<file path="src/rtl/fifo_multi_out_if.sv">
`default_nettype none
// ============================================================================
// Module   : fifo_multi_out_if
// Brief    : Byte-in / lookahead-window-out handshake bundle for fifo_multi_out.
// Revision : 1.0 - initial release
// ============================================================================
interface fifo_multi_out_if #(
    parameter int FIFO_SIZE     = 128,
    parameter int MAX_BYTES_OUT = 16
);
    localparam int CNT_WIDTH = $clog2(MAX_BYTES_OUT + 1);
    localparam int OCC_WIDTH = $clog2(FIFO_SIZE + 1);

    logic [7:0]           data_in;
    logic                 wr_en_in;
    logic                 rd_en_in;
    logic [CNT_WIDTH-1:0] num_bytes_in;
    logic [7:0]           data_out [MAX_BYTES_OUT];
    logic [CNT_WIDTH-1:0] valid_bytes_out;
    logic                 fifo_empty_out;
    logic                 fifo_full_out;
    logic [OCC_WIDTH-1:0] occupancy;
    logic                 error_out;

    modport master (
        output data_in, wr_en_in, rd_en_in, num_bytes_in,
        input  data_out, valid_bytes_out, fifo_empty_out, fifo_full_out,
               occupancy, error_out
    );

    modport slave (
        input  data_in, wr_en_in, rd_en_in, num_bytes_in,
        output data_out, valid_bytes_out, fifo_empty_out, fifo_full_out,
               occupancy, error_out
    );
endinterface
`default_nettype wire

</file>
<file path="src/rtl/fifo_multi_out.sv">
`default_nettype none
// ============================================================================
// Module   : fifo_multi_out
// Brief    : Byte-wide-in circular FIFO exposing a MAX_BYTES_OUT lookahead
//            window; consumer retires 1..MAX_BYTES_OUT bytes per cycle.
// Revision : 1.0 - initial release
// ============================================================================
module fifo_multi_out #(
    parameter int FIFO_SIZE     = 128,
    parameter int MAX_BYTES_OUT = 16
) (
    input  wire logic       clk,
    input  wire logic       reset,
    fifo_multi_out_if.slave bus
);
    localparam int ADDR_WIDTH = $clog2(FIFO_SIZE);
    localparam int CNT_WIDTH  = $clog2(MAX_BYTES_OUT + 1);
    localparam int OCC_WIDTH  = $clog2(FIFO_SIZE + 1);

    localparam logic [OCC_WIDTH-1:0] c_FULL_OCC = OCC_WIDTH'(FIFO_SIZE);
    localparam logic [OCC_WIDTH-1:0] c_WIN_OCC  = OCC_WIDTH'(MAX_BYTES_OUT);
    localparam logic [CNT_WIDTH-1:0] c_WIN_CNT  = CNT_WIDTH'(MAX_BYTES_OUT);

    logic [7:0]            r_buf [FIFO_SIZE];
    logic [ADDR_WIDTH-1:0] r_front;
    logic [ADDR_WIDTH-1:0] r_back;
    logic [OCC_WIDTH-1:0]  r_occ;
    logic                  r_err;

    logic [CNT_WIDTH-1:0]  w_valid;
    logic                  w_full;
    logic                  w_rd_acc;
    logic                  w_wr_acc;
    logic [OCC_WIDTH-1:0]  w_occ_nxt;

    assign w_valid  = (r_occ >= c_WIN_OCC) ? c_WIN_CNT : r_occ[CNT_WIDTH-1:0];
    assign w_full   = (r_occ == c_FULL_OCC);
    assign w_rd_acc = bus.rd_en_in && (bus.num_bytes_in != '0)
                      && (bus.num_bytes_in <= w_valid);
    // A full FIFO still takes a byte when a read frees space in the same cycle.
    assign w_wr_acc = bus.wr_en_in && (!w_full || w_rd_acc);

    assign w_occ_nxt = r_occ + OCC_WIDTH'(w_wr_acc)
                     - (w_rd_acc ? OCC_WIDTH'(bus.num_bytes_in) : '0);

    always_ff @(posedge clk or negedge reset) begin
        if (!reset) begin
            r_front <= '0;
            r_back  <= '0;
            r_occ   <= '0;
            r_err   <= 1'b0;
        end else begin
            if (w_wr_acc) begin
                r_back <= r_back + 1'b1;
            end
            if (w_rd_acc) begin
                r_front <= r_front + ADDR_WIDTH'(bus.num_bytes_in);
            end
            r_occ <= w_occ_nxt;
            if ((bus.rd_en_in && !w_rd_acc) || (bus.wr_en_in && !w_wr_acc)) begin
                r_err <= 1'b1;
            end
        end
    end

    // Storage is deliberately not reset; the occupancy mask hides stale bytes.
    always_ff @(posedge clk) begin
        if (w_wr_acc) begin
            r_buf[r_back] <= bus.data_in;
        end
    end

    generate
        for (genvar gi = 0; gi < MAX_BYTES_OUT; gi++) begin : g_window
            logic [ADDR_WIDTH-1:0] w_idx;
            assign w_idx = r_front + ADDR_WIDTH'(gi);
            assign bus.data_out[gi] = (CNT_WIDTH'(gi) < w_valid) ? r_buf[w_idx] : 8'h00;
        end
    endgenerate

    assign bus.valid_bytes_out = w_valid;
    assign bus.fifo_empty_out  = (r_occ == '0);
    assign bus.fifo_full_out   = w_full;
    assign bus.occupancy       = r_occ;
    assign bus.error_out       = r_err;

    a_occ_bound: assert property (@(posedge clk) disable iff (!reset) r_occ <= c_FULL_OCC);
    a_flags: assert property (@(posedge clk) disable iff (!reset)
        !(bus.fifo_empty_out && bus.fifo_full_out));

endmodule
`default_nettype wire

</file>
<file path="src/flat_wrapper.sv">
// flat-port wrapper written by rule: the top's interface ports become plain ports
module fifo_multi_out_flat 
#(
    parameter int FIFO_SIZE     = 128,
    parameter int MAX_BYTES_OUT = 16
)
  (clk, reset, bus_data_in, bus_wr_en_in, bus_rd_en_in, bus_num_bytes_in, bus_data_out, bus_valid_bytes_out, bus_fifo_empty_out, bus_fifo_full_out, bus_occupancy, bus_error_out);
  fifo_multi_out_if #(.FIFO_SIZE(FIFO_SIZE), .MAX_BYTES_OUT(MAX_BYTES_OUT)) bus_i ();
  input  wire logic clk;
  input  wire logic reset;
  input wire logic [$bits(bus_i.data_in)-1:0] bus_data_in;
  input wire logic [$bits(bus_i.wr_en_in)-1:0] bus_wr_en_in;
  input wire logic [$bits(bus_i.rd_en_in)-1:0] bus_rd_en_in;
  input wire logic [$bits(bus_i.num_bytes_in)-1:0] bus_num_bytes_in;
  output wire logic [$bits(bus_i.data_out)-1:0] bus_data_out;
  output wire logic [$bits(bus_i.valid_bytes_out)-1:0] bus_valid_bytes_out;
  output wire logic [$bits(bus_i.fifo_empty_out)-1:0] bus_fifo_empty_out;
  output wire logic [$bits(bus_i.fifo_full_out)-1:0] bus_fifo_full_out;
  output wire logic [$bits(bus_i.occupancy)-1:0] bus_occupancy;
  output wire logic [$bits(bus_i.error_out)-1:0] bus_error_out;
  assign bus_i.data_in = bus_data_in;
  assign bus_i.wr_en_in = bus_wr_en_in;
  assign bus_i.rd_en_in = bus_rd_en_in;
  assign bus_i.num_bytes_in = bus_num_bytes_in;
  assign bus_data_out = {>>{bus_i.data_out}};
  assign bus_valid_bytes_out = bus_i.valid_bytes_out;
  assign bus_fifo_empty_out = bus_i.fifo_empty_out;
  assign bus_fifo_full_out = bus_i.fifo_full_out;
  assign bus_occupancy = bus_i.occupancy;
  assign bus_error_out = bus_i.error_out;
  fifo_multi_out #(.FIFO_SIZE(FIFO_SIZE), .MAX_BYTES_OUT(MAX_BYTES_OUT)) u_core (.clk(clk), .reset(reset), .bus(bus_i));
endmodule
</file>
<file path="config.mk">
export PLATFORM = sky130hd
export DESIGN_NAME = fifo_multi_out_flat
export DESIGN_NICKNAME = d
export VERILOG_FILES = /design/src/rtl/fifo_multi_out_if.sv /design/src/rtl/fifo_multi_out.sv /design/src/flat_wrapper.sv
export SDC_FILE = /design/constraint.sdc
export NUM_CORES = 2
export LEC_CHECK = 0
export ABC_CLOCK_PERIOD_IN_PS = 19500
export CORE_MARGIN = 8
export CORE_UTILIZATION = 40
export CTS_BUF_LIST = sky130_fd_sc_hd__clkbuf_16
export CTS_CLUSTER_SIZE = 24
export DETAILED_ROUTE_END_ITERATION = 8
export MAX_ROUTING_LAYER = met4
export PLACE_DENSITY_LB_ADDON = 0.12
export SLEW_MARGIN = 40
export SYNTH_ARGS = -nofsm -noshare
export SYNTH_HDL_FRONTEND = slang
export SYNTH_SLANG_ARGS = --single-unit
</file>
<file path="constraint.sdc">
create_clock -name clk -period 19.5 [get_ports clk]
set_clock_uncertainty 0.15 [all_clocks]
set_input_delay 5.85 -clock clk [delete_from_list [all_inputs] [get_ports clk]]
set_output_delay 5.85 -clock clk [all_outputs]
set_load 0.02 [all_outputs]
</file>
* Yosys cells after proc, flatten, opt, wreduce, memory -nomap -nowiden
Memories as Yosys holds them, arrays and structs flattened.
Index checks and enable logic that the tools add are counted.
** Storage, ports and cells
- Output and inout bits :: 144
- Memories kept :: 1
- RAM bits :: 1024
- Bits in registers :: 23
- Input bits :: 17
- Logic and storage cells :: 75
** Cells by class
- Muxes and demuxes :: 20
- Add/sub/neg operators :: 19
- Eq/ne operators :: 1
- Reduce and logical (&&, ||, !) cells :: 12
- Order comparisons :: 18
** Memories
- u_core.r_buf :: words 128, bits a word 8, read ports 16, clocked after Yosys merged registers in 0, wr ports 1, RTL line fifo_multi_out.sv:24 : logic [7:0] r_buf [FIFO_SIZE];
** Operator list (count)
- $mux 8 :: 16
- $add 7x4->7 const B :: 8
- $lt 4x5->1 const A :: 8
- $add 7x3->7 const B :: 4
- $lt 3x5->1 const A :: 4
- $add 7x1->7 const B :: 2
- $add 7x2->7 const B :: 2
- $lt 1x5->1 const A :: 2
- $lt 2x5->1 const A :: 2
- $mux 5 :: 2
- $add 8x1->8 :: 1
- $eq 8x8->1 const B :: 1
- $ge 8x5->1 const B :: 1
- $logic_not 8->1 :: 1
- $sub 8x8->8 :: 1
- $add 7x5->7 :: 1
- $le 5x5->1 :: 1
- $logic_and 1x1->1 :: 5
- $reduce_bool 5->1 :: 1
- $logic_not 1->1 :: 3
- $logic_or 1x1->1 :: 2
- $mux 1 :: 2

* Longest topological paths before layout
- Word-level depth :: 9
- Gate-level depth with buffers :: 21

* Worst setup path before layout
Ideal clock, no wire load.
- Kind :: register -> output
- From :: reg u_core.r_front[2]
- To :: out bus_data_out[9]
- Buffers on the path :: 8
- Arrival time :: 4914 ps
- Cell stages (with the launch flop) :: 17
- Path slack :: 8586 ps
- Data required time :: 13500 ps
- Cell sequence :: dfrtp_1 > buf_4 > inv_1 > buf_2 > buf_1 > buf_2 > clkbuf_1 > ha_1 > buf_2 > a21boi_1 > xnor2_1 > buf_2 > buf_4 > nand2_1 > nand3_1 > o21ai_0 > a2111oi_0
** Between the ends
- Word-level cells in the longest chain between the ends :: 3
** RTL lines
- from (decl) :: RTL line fifo_multi_out.sv:25 : logic [ADDR_WIDTH-1:0] r_front;
- from (signal assigned) :: RTL line fifo_multi_out.sv:57 : r_front <= r_front + ADDR_WIDTH'(bus.num_bytes_in);
- $add 7x4->7 :: RTL line fifo_multi_out.sv:76 : assign w_idx = r_front + ADDR_WIDTH'(gi);
- $mem_v2 128x8
- $mux 8 :: RTL line fifo_multi_out.sv:77 : assign bus.data_out[gi] = (CNT_WIDTH'(gi) < w_valid) ? r_buf[w_idx] : 8'h00;
- to (decl) :: RTL line flat_wrapper.sv:15 : output wire logic [$bits(bus_i.data_out)-1:0] bus_data_out;
Every way passes these cells.

* Worst setup path in the final report
- From :: reg u_core.r_front[2]
- To :: out bus_data_out[3]
Same word-level chain as after synthesis.

==> results.toml <==
[outcome]
status = "completed"

[clock_network]
ctsResizeCount = 0
cts_setup_buffers = 0
cts_sinks = 1047
clk-insertion-delay-late_ns = 0.87
h-tree-depth = 3
cts_buffers = 120
cts_root_buf = "clkbuf_16"
clkTransAtPathRegs_ns = 0.06
cts.path.max_buffers = 3
cts_tree = "built"
cts_hold_buf = 0

[worst_setup_path]
cp.arrival_ns = 8.10
cp-start-kind = "flip-flop"
reg2reg_depth = 16
path_delay_family = "buffers and inverters"
crit_fanout = 87
path_cells = "inv_6, buf_12, ha_1, a21boi_2, xnor2_2, buf_4, buf_4, buf_4, mux2i_1, o22ai_1, a2111o_1, a221oi_4, buf_4, a211oi_1, clkdlybuf4s50_1"
cp.required_ns = 13.50
crit_cells = 15
crit_path_end_kind = "output port"
path_class = "reg2out"
cp_num_buf_inv = 7
max_stage_delay_ns = 0.70
timing.critical_path.mode_cell = "buf_4"
crit_slowest_cell = "dfrtp_4"

[placement]
hpwl_mm = 468
port_buffers = 160
post-place-ws_ns = 6.49
dp.cells = 9754
routabilityCongestion = 1.16

[die]
die_h_um = 501
core_um2 = 235000
die-area_um2 = 251000
num_rows = 178
initial_core_util_pct = 40.1
fp.dieW_um = 501
ios = 161

[synthesis]
yosys.area.top_type = "mux4_2"
syn_inst = 6757
synth_top_area_share_pct = 39.8
syn-cell-area_um2 = 94200
yosys-top-cells-area = "mux4_2, edfxtp_1, mux2i_1"
synthArstFlopShare_pct = 2.20
yosys_warnings = 0
syn_nets = 6815
ys_types = 89
synth_edf_count = 1024
synth.avg_cell_area_um2 = 13.9
ys_seq_area_share_pct = 33.3
yosys_register_bits = 1047
synthFlopType = "edfxtp_1"

[global_route]
grt_pass1_vias = 72378
grtUsageTotal_pct = 47.3
grt_max_degree = 104
grt_antenna_before_repair = 83
globalRouteOverflowTotal = 0
grt_pass1_wl_mm = 759

[sta]
fin_ws_ns = 5.40
drv_slew = 0
post-route-min-period_ns = 14.10
max_slew.worst_pin.slew_ns = 1.08
fin_setup_tns_ns = 0
hold_violations = 0
slew_headroom_pct = 26.3
setup_viol_count_final = 0
period_share_pct = 72.3
rsz0062_at_grt = "no"
fmax_mhz = 70.9

[final_layout]
syn_to_final_growth_pct = 11.7
drive_gt1_share_pct = 38.7
nets = 6794
finalNonFillerCells = 10124
fin_util_pct = 44.8

[detailed_routing]
final_antenna_net_count = 0
firstDrtPassIters = 7
wl_per_cell_um = 58.9
drc = 0
viasPerCell = 8.14
drtIter0Drc = 17833
wl_mm = 597
num_vias = 82455

[run]
maxCapViolCount = 0

[hold_path]
hp-class = "reg2reg"
whs_path_depth = 1
-- stage by stage --
step | hold slack [ns] | instance area (um2)
floorplan | 0.340 | 94200
global placement | 0.308 | 99700
detailed placement | 0.315 | 101000
CTS | 0.333 | 105000
global route | 0.351 | 105000
finish | 0.333 | 105000
-- cell families after synthesis --
logic type,Yosys count,share of synthesized area [%]
fa+ha+maj,41,0.561
mux,2311,46.9
flops,1047,33.3
buf+inv,727,4.06
simple gates,1616,7.41
compound gates,918,6.88
xor+xnor,97,0.958
-- layout make-up --
| class | instances | area, um2 |
|---|---|---|
| clock inverter | 103 | 862 |
| antenna | 137 | 343 |
| fill | 21126 | 129000 |
| sequential | 1047 | 31300 |
| inverter | 51 | 204 |
| clock buffer | 120 | 3000 |
| tap | 3150 | 3940 |
| multi-input combinational | 4983 | 60800 |
| timing repair buffer | 533 | 4780 |
-- layer usage --
metal | GRT usage (%) | vias to the layer above | share of wire, %
met3 | 27.4 | 1414 | 19
met4 | 26.4 | 0 | 7.5
li1 | - | 28848 | -
met5 | - | - | 0
met1 | 59.0 | 43896 | 36
met2 | 59.2 | 8297 | 38
-- placed cells by master (no fill, tap or decap), drive strengths merged, types with 42 or more instances in the layout --
cell type / instances
mux2i: 507
buf: 380
a2111oi: 42
nand3: 99
o211ai: 56
and2: 44
o21ai: 131
clkinv: 54
mux4: 1666
a211oi: 84
mux2: 138
xnor2: 87
edfxtp: 1024
o22ai: 95
nand2: 800
inv: 84
diode: 137
clkbuf: 121
a21oi: 149
a22oi: 54
nor3: 66
nor2: 397
a221oi: 60
clkdlybuf4s50: 152
-- Yosys cell counts, drive strengths merged, types with 25 or more instances --
| cell | count |
|---|---|
| edfxtp | 1024 |
| o22ai | 95 |
| nand4 | 35 |
| nor2 | 397 |
| mux4 | 1666 |
| buf | 505 |
| mux2 | 138 |
| a31oi | 30 |
| inv | 50 |
| and2 | 44 |
| a32oi | 25 |
| o211ai | 56 |
| nand2 | 800 |
| and3 | 38 |
| o21ai | 131 |
| a21oi | 149 |
| mux2i | 507 |
| nor3 | 66 |
| nand3 | 99 |
| nor4 | 31 |
| a22oi | 54 |
| a221oi | 60 |
| ha | 39 |
| xnor2 | 87 |
| clkbuf | 171 |
| a2111oi | 42 |
| a211oi | 84 |
-- final timing paths --
kind | startpoint | to | slack (ns)
worst max register to register | u_core.bus.occupancy[6]$_DFF_PN0_ | u_core.r_buf[14][7]$_DFFE_PP_ | 14.14
worst max-delay path | u_core.r_front[2]$_DFFE_PN0N_ | bus_data_out[3] | 5.40
max in group asynchronous | reset | u_core.r_front[4]$_DFFE_PN0N_ | 13.63
worst min register to register | u_core.bus.error_out$_DFFE_PN0P_ | u_core.bus.error_out$_DFFE_PN0P_ | 0.33
worst min-delay path | u_core.bus.error_out$_DFFE_PN0P_ | u_core.bus.error_out$_DFFE_PN0P_ | 0.33
min in group asynchronous | reset | u_core.bus.occupancy[6]$_DFF_PN0_ | 5.20
-- registers in the layout, summed over array words and instances, names as in the netlist --
register,flops
u_core.r_buf,1024
u_core.bus.occupancy,8
u_core.r_back,7
u_core.r_front,7
u_core.bus.error_out,1
Power is left out: the tool's default activity adds up to more than one toggle a clock period on the data nets, which glitch-free logic cannot reach.
